==> src/rtl/alu_pkg.sv <==
// Shared ALU control encodings, datapath width and MUL sequencer states.
package alu_pkg;

  localparam int ALU_W = 64;

  localparam logic [3:0] ALU_AND  = 4'b0000;
  localparam logic [3:0] ALU_OR   = 4'b0001;
  localparam logic [3:0] ALU_ADD  = 4'b0010;
  localparam logic [3:0] ALU_SUB  = 4'b0110;
  localparam logic [3:0] ALU_PASS = 4'b0111;

  typedef enum logic [1:0] {
    S_IDLE = 2'd0,
    S_RUN  = 2'd1,
    S_DONE = 2'd2
  } seq_state_e;

endpackage

==> src/rtl/alu_mul_sequencer_alu.sv <==
// Combinational 64-bit LEGv8 ALU.
// PASS forwards input_2 unchanged.
module ALU
  import alu_pkg::*;
(
  input  logic [ALU_W-1:0] input_1,
  input  logic [ALU_W-1:0] input_2,
  input  logic [3:0]       alu_cnt,
  output logic [ALU_W-1:0] alu_result
);

  always_comb begin
    alu_result = '0;
    case (alu_cnt)
      ALU_AND:  alu_result = input_1 & input_2;
      ALU_OR:   alu_result = input_1 | input_2;
      ALU_ADD:  alu_result = input_1 + input_2;
      ALU_SUB:  alu_result = input_1 - input_2;
      ALU_PASS: alu_result = input_2;
      default:  alu_result = '0;
    endcase
  end

endmodule

==> src/rtl/alu_mul_sequencer.sv <==
// Shift-and-add MUL sequencer driving a private ALU.
// Yields the low DATA_W bits of op_a*op_b.
module alu_mul_sequencer
  import alu_pkg::*;
#(
  parameter int DATA_W = ALU_W,
  parameter int CNT_W  = 6
) (
  input  logic              clk,
  input  logic              rst_n,
  input  logic              start,
  input  logic              flush,
  input  logic [DATA_W-1:0] op_a,
  input  logic [DATA_W-1:0] op_b,
  output logic              busy,
  output logic              done,
  output logic [DATA_W-1:0] result,
  output logic              zero
);

  seq_state_e        state;
  logic [DATA_W-1:0] mcand;
  logic [DATA_W-1:0] mplier;
  logic [DATA_W-1:0] prod;
  logic [CNT_W-1:0]  cnt;

  logic [DATA_W-1:0] alu_y;
  logic [DATA_W-1:0] mplier_nx;
  logic [3:0]        alu_op;
  logic              last;
  logic              accept;

  assign alu_op    = mplier[0] ? ALU_ADD : ALU_PASS;
  assign mplier_nx = mplier >> 1;
  assign last      = (mplier_nx == '0) ||
                     (cnt == CNT_W'(DATA_W - 1));
  assign accept    = start && !flush &&
                     (state == S_IDLE || state == S_DONE);

  ALU u_alu (
    .input_1    (mcand),
    .input_2    (prod),
    .alu_cnt    (alu_op),
    .alu_result (alu_y)
  );

  always_ff @(posedge clk or negedge rst_n) begin
    if (!rst_n) begin
      state  <= S_IDLE;
      mcand  <= '0;
      mplier <= '0;
      prod   <= '0;
      cnt    <= '0;
      busy   <= 1'b0;
      done   <= 1'b0;
      result <= '0;
      zero   <= 1'b1;
    end else begin
      done <= 1'b0;
      if (accept) begin
        state  <= S_RUN;
        mcand  <= op_a;
        mplier <= op_b;
        prod   <= '0;
        cnt    <= '0;
        busy   <= 1'b1;
      end else begin
        unique case (state)
          S_IDLE: ;
          S_RUN: begin
            if (flush) begin
              state <= S_IDLE;
              busy  <= 1'b0;
            end else begin
              prod   <= alu_y;
              mcand  <= mcand << 1;
              mplier <= mplier_nx;
              cnt    <= cnt + 1'b1;
              // result is latched here so it is valid with done
              if (last) begin
                state  <= S_DONE;
                busy   <= 1'b0;
                done   <= 1'b1;
                result <= alu_y;
                zero   <= (alu_y == '0);
              end
            end
          end
          S_DONE:  state <= S_IDLE;
          default: state <= S_IDLE;
        endcase
      end
    end
  end

endmodule

==> config.mk <==
export PLATFORM = sky130hd
export DESIGN_NAME = alu_mul_sequencer
export DESIGN_NICKNAME = d
export VERILOG_FILES = /design/src/rtl/alu_pkg.sv /design/src/rtl/alu_mul_sequencer_alu.sv /design/src/rtl/alu_mul_sequencer.sv
export SDC_FILE = /design/constraint.sdc
export NUM_CORES = 1
export LEC_CHECK = 0
export CELL_PAD_IN_SITES_DETAIL_PLACEMENT = 1
export CELL_PAD_IN_SITES_GLOBAL_PLACEMENT = 2
export CORE_ASPECT_RATIO = 0.8
export CORE_UTILIZATION = 37
export DETAILED_ROUTE_END_ITERATION = 12
export PLACE_DENSITY_LB_ADDON = 0.1
export SYNTH_ARGS = -nofsm -noshare
export SYNTH_HDL_FRONTEND = slang
export SYNTH_SLANG_ARGS = --single-unit
==> constraint.sdc <==
create_clock -name clk -period 7.8 [get_ports clk]
set_input_delay 1.17 -clock clk [delete_from_list [all_inputs] [get_ports clk]]
set_output_delay 1.17 -clock clk [all_outputs]
set_load 0.02 [all_outputs]
==> impl_table.tex <==
\begin{tabular}{lr}
\hline
Metric & Value \\
\hline
\multicolumn{2}{l}{\textbf{Critical path}} \\
Depth of the most critical reg-to-reg path & 20 \\
Worst Setup End Kind & flip-flop \\
Largest delay share family, worst path & simple AND/OR/NAND/NOR gates \\
Cell-by-cell trace of the critical path & or4\_1 > nor3\_2 > nor3b\_2 > nand4\_4 > or3\_1 > nor3\_1 > xor2\_1 > ha\_1 > a21o\_1 > a21o\_1 > a21oi\_1 > o21ai\_0 > a221o\_1 > a211oi\_1 > o21ai\_0 > xor2\_1 > o21a\_1 > nor4\_1 > o2111ai\_1 > o21ai\_2 \\
Element type at the critical path start & flip-flop \\
Endpoint of the worst-slack reg-to-reg timing path & zero\$\_DFFE\_PN1P\_ \\
Critical-path maximum fanout & 8 \\
Stage delay of the slowest cell on the critical path & 0.62 ns \\
Startpoint of the worst setup timing path & prod[26]\$\_DFFE\_PN0P\_ \\
Internal reg-to-reg setup slack & roughly 0.91 ns \\
Critical Path RT & 8.32 ns \\
Crit Reg-Reg Startpoint & prod[26]\$\_DFFE\_PN0P\_ \\
Buffering stage count on the worst path with inverters included & 0 \\
Start-to-end type of the worst setup path & reg -> reg \\
Cell with the largest stage delay on the worst path & or4\_1 \\
Data arrival time of the critical path & 7.42 ns \\
\multicolumn{2}{l}{\textbf{Placed design}} \\
DPL Wire Length & 47.72 mm \\
Count of port buffers added during placement & 198 \\
Placed insts & 2720 \\
Gpl congestion & 0.9171 \\
\multicolumn{2}{l}{\textbf{Route}} \\
Average routed wire per standard cell & 23.08 um \\
Vias per Instance & 5.852 \\
DRT iter0 DRCs & 1141 \\
First-pass detailed-route iteration total & 6 \\
Aggregate routed wire length & 64.08 mm \\
Residual DRC count & 0 \\
Count of antenna-violating nets left after detailed routing & 0 \\
Vias after detailed routing & 16250 \\
\multicolumn{2}{l}{\textbf{STA}} \\
Fmax & 0.1451 GHz \\
Final setup violation count & 0 \\
Min cycle time layout & 6.892 ns \\
Worst Tran Pin Value & 1.139 ns \\
Worst Skew & $\sim$0.018 ns \\
Final hold violations & 0 \\
Setup repair after global routing missed its margin & false \\
Count of final max-slew check failures & 0 \\
Tightest slew margin relative to the limit & 23.82\% \\
Final Cycle Share & 88.36\% \\
Fin Setup TNS & 0 ns \\
\multicolumn{2}{l}{\textbf{CTS}} \\
Buffer depth of the longest clock path & 3 \\
Postcts setup bufs & 0 \\
Number of clock buffers inserted by TritonCTS & 31 \\
Resize count post-CTS & 0 \\
Clk Tree Root Cell & clkbuf\_16 \\
Number of H-tree branching levels & 1 \\
Number of buffers added to fix hold violations after cts & 0 \\
TritonCTS clock tree & yes \\
Clock Pin Slew Worst Setup and Hold Paths & 0.06 ns \\
Clk Latency, worst-skew pair & 0.61 ns \\
Num Clock Sinks & 267 \\
\multicolumn{2}{l}{\textbf{Floorplanning}} \\
Floorplan die area & 46930 um2 \\
Starting utilization of the core area & 37.96\% \\
Number of top-level design ports & 199 \\
Total core area & 44890 um2 \\
Number of cell rows & 69 \\
Die extent in y & just under 200 um \\
Overall die width & 242.0 um \\
\multicolumn{2}{l}{\textbf{Yosys}} \\
Count of different cell masters after synthesis & 80 \\
Post-Syn Area & 17040 um2 \\
Proportion of synthesized chip area in sequential cells & about two fifths \\
Yosys warns & 0 \\
Post-synth top area share & between 30\% and 40\% \\
Number of synthesized flops with an enable pin & 0 \\
Primary flip-flop cell chosen by synthesis mapping & dfrtp\_1 \\
Synth area leaders & dfrtp\_1 (39\%), nand2\_1 (8.9\%), a22oi\_1 (5.5\%) \\
Top cells by instance count after synthesis & nand2\_1 (404), dfrtp\_1 (266), nor2\_1 (161) \\
Synth Instances & 2036 \\
Nets in the synthesized netlist & approximately 2200 \\
Top-count cell post-synth & nand2\_1 \\
Fraction of registers with async set/reset & 100.0\% \\
\#FFs+latches synth & between 200 and 300 \\
Syn avg cell area & 8.371 um2 \\
Yosys top cell by area & dfrtp\_1 \\
\multicolumn{2}{l}{\textbf{Layout}} \\
Non-filler cells, final & around 2800 \\
Net count, final & between 2000 and 2500 \\
Area growth, synth to finish & 19.95\% \\
Fraction of final layout cells with drive strength greater than 1 & between 4 and 5\% \\
\multicolumn{2}{l}{\textbf{GRT}} \\
Maximum number of pins on one net before global-route repair & 122 \\
Congestion Overflow GR & 0 \\
GR Util All Layers & 27.12\% \\
Via count of the first global-routing pass & between 15000 and 20000 \\
Antenna violations before repair & 3 \\
Global-route wire length before repair & 100.8 mm \\
\multicolumn{2}{l}{\textbf{Status}} \\
Result of the run & complete, no violations \\
\multicolumn{2}{l}{\textbf{Hold path}} \\
End point of the worst hold path & cnt[5]\$\_DFFE\_PN0P\_ \\
Start point of the worst hold path & cnt[5]\$\_DFFE\_PN0P\_ \\
Hold/Removal Path Class & reg -> reg \\
Hold-critical path depth & 1 \\
\multicolumn{2}{l}{\textbf{Run}} \\
Max\_cap viols & 0 \\
\multicolumn{2}{l}{\textbf{Pwr}} \\
Power consumption & 9.296 mW \\
Power per cell area & 454.7 nW/um2 \\
Worst voltage drop across the vdd grid & 0.0002258 V \\
Reported leakage power & $\sim$9 nW \\
\hline
\end{tabular}
[flip-flops by register name, indices dropped and copies added, names as in the netlist]
| name | count |
|---|---|
| mcand | 64 |
| mplier | 64 |
| prod | 64 |
| result | 64 |
| cnt | 6 |
| state | 2 |
| busy | 1 |
| done | 1 |
| zero | 1 |
[worst max path at each step]
stage / end / slack [ns] / depth (start not counted)
after floorplan: zero$_DFFE_PN1P_ / 2.52 / 21
after global placement: zero$_DFFE_PN1P_ / 1.02 / 20
after detailed placement: zero$_DFFE_PN1P_ / 1.01 / 20
after CTS: zero$_DFFE_PN1P_ / 0.97 / 20
after global routing: zero$_DFFE_PN1P_ / 0.63 / 20
final: zero$_DFFE_PN1P_ / 0.91 / 20
[power by group]
group / internal [mW] / total [mW] / switching [mW]
registers: 1.70 / 2.18 / 0.484
logic: 1.91 / 5.64 / 3.73
clock network: 0.846 / 1.47 / 0.628
total: 4.46 / 9.30 / 4.84
[logic make-up after synthesis]
logic type	after synthesis	share of synthesized area [%]
adders and majority gates	66	4.890
and+or+nand+nor	821	22.22
AOI/OAI and AO/OA	563	21.60
xor gates and xnor gates	100	5.139
buffers and inverters	167	3.796
DFF	267	39.21
muxes	52	3.150
[area by class of cell]
cell class / count / area, um2
well taps: 603 / 754.5
diodes: 1 / 2.502
fillers: 5309 / 24450
multi-input cells: 1602 / 9738
flip-flops and latches: 267 / 6686
inverters: 35 / 131.4
clock inverters: 10 / 126.4
repair buffers: 213 / 2125
clock buffers: 45 / 878.3
[per-stage QoR]
stage                     hold WS [ns]  worst slack (ns)  cell area (um2)  utilization [%]
after global routing            0.5224            0.6316            20440            45.53
after floorplan                 0.4473             2.516            17040                -
after CTS                       0.4897            0.9726            20440            45.53
final                           0.4887            0.9082            20440            45.54
after detailed placement        0.4775             1.006            19430            43.29
after global placement          0.4791             1.018            19430            43.29
[layout by cell type, fill, tap and decap left out, types with 11 or more instances in the layout]
cell type,netlist,layout
nor4_1,38,38
inv_1,34,34
o2111ai_1,11,11
nand3_1,25,25
buf_4,0,13
mux2i_1,39,39
nor2_1,161,158
a31oi_1,19,19
nand2b_1,16,16
dfrtp_1,266,265
a22oi_1,124,124
ha_1,65,65
nand2_1,404,404
a21o_1,26,26
nor3_1,39,39
clkbuf_16,0,31
xor2_1,60,60
clkdlybuf4s50_1,0,197
o21bai_1,17,17
and3_1,14,14
xnor2_1,40,40
a21oi_1,141,141
o21a_1,15,15
nand4_1,49,49
nor2b_1,12,12
mux2_2,13,13
o21ai_0,111,111
a22o_1,22,22
[metal layers]
layer  GRT usage (%)  wire [um]
met1           41.49      32320
met2           40.41      27520
met3           3.488       2907
met4           5.837       1322
met5               0         13
No activity file was read; power rests on OpenSTA's default activity.
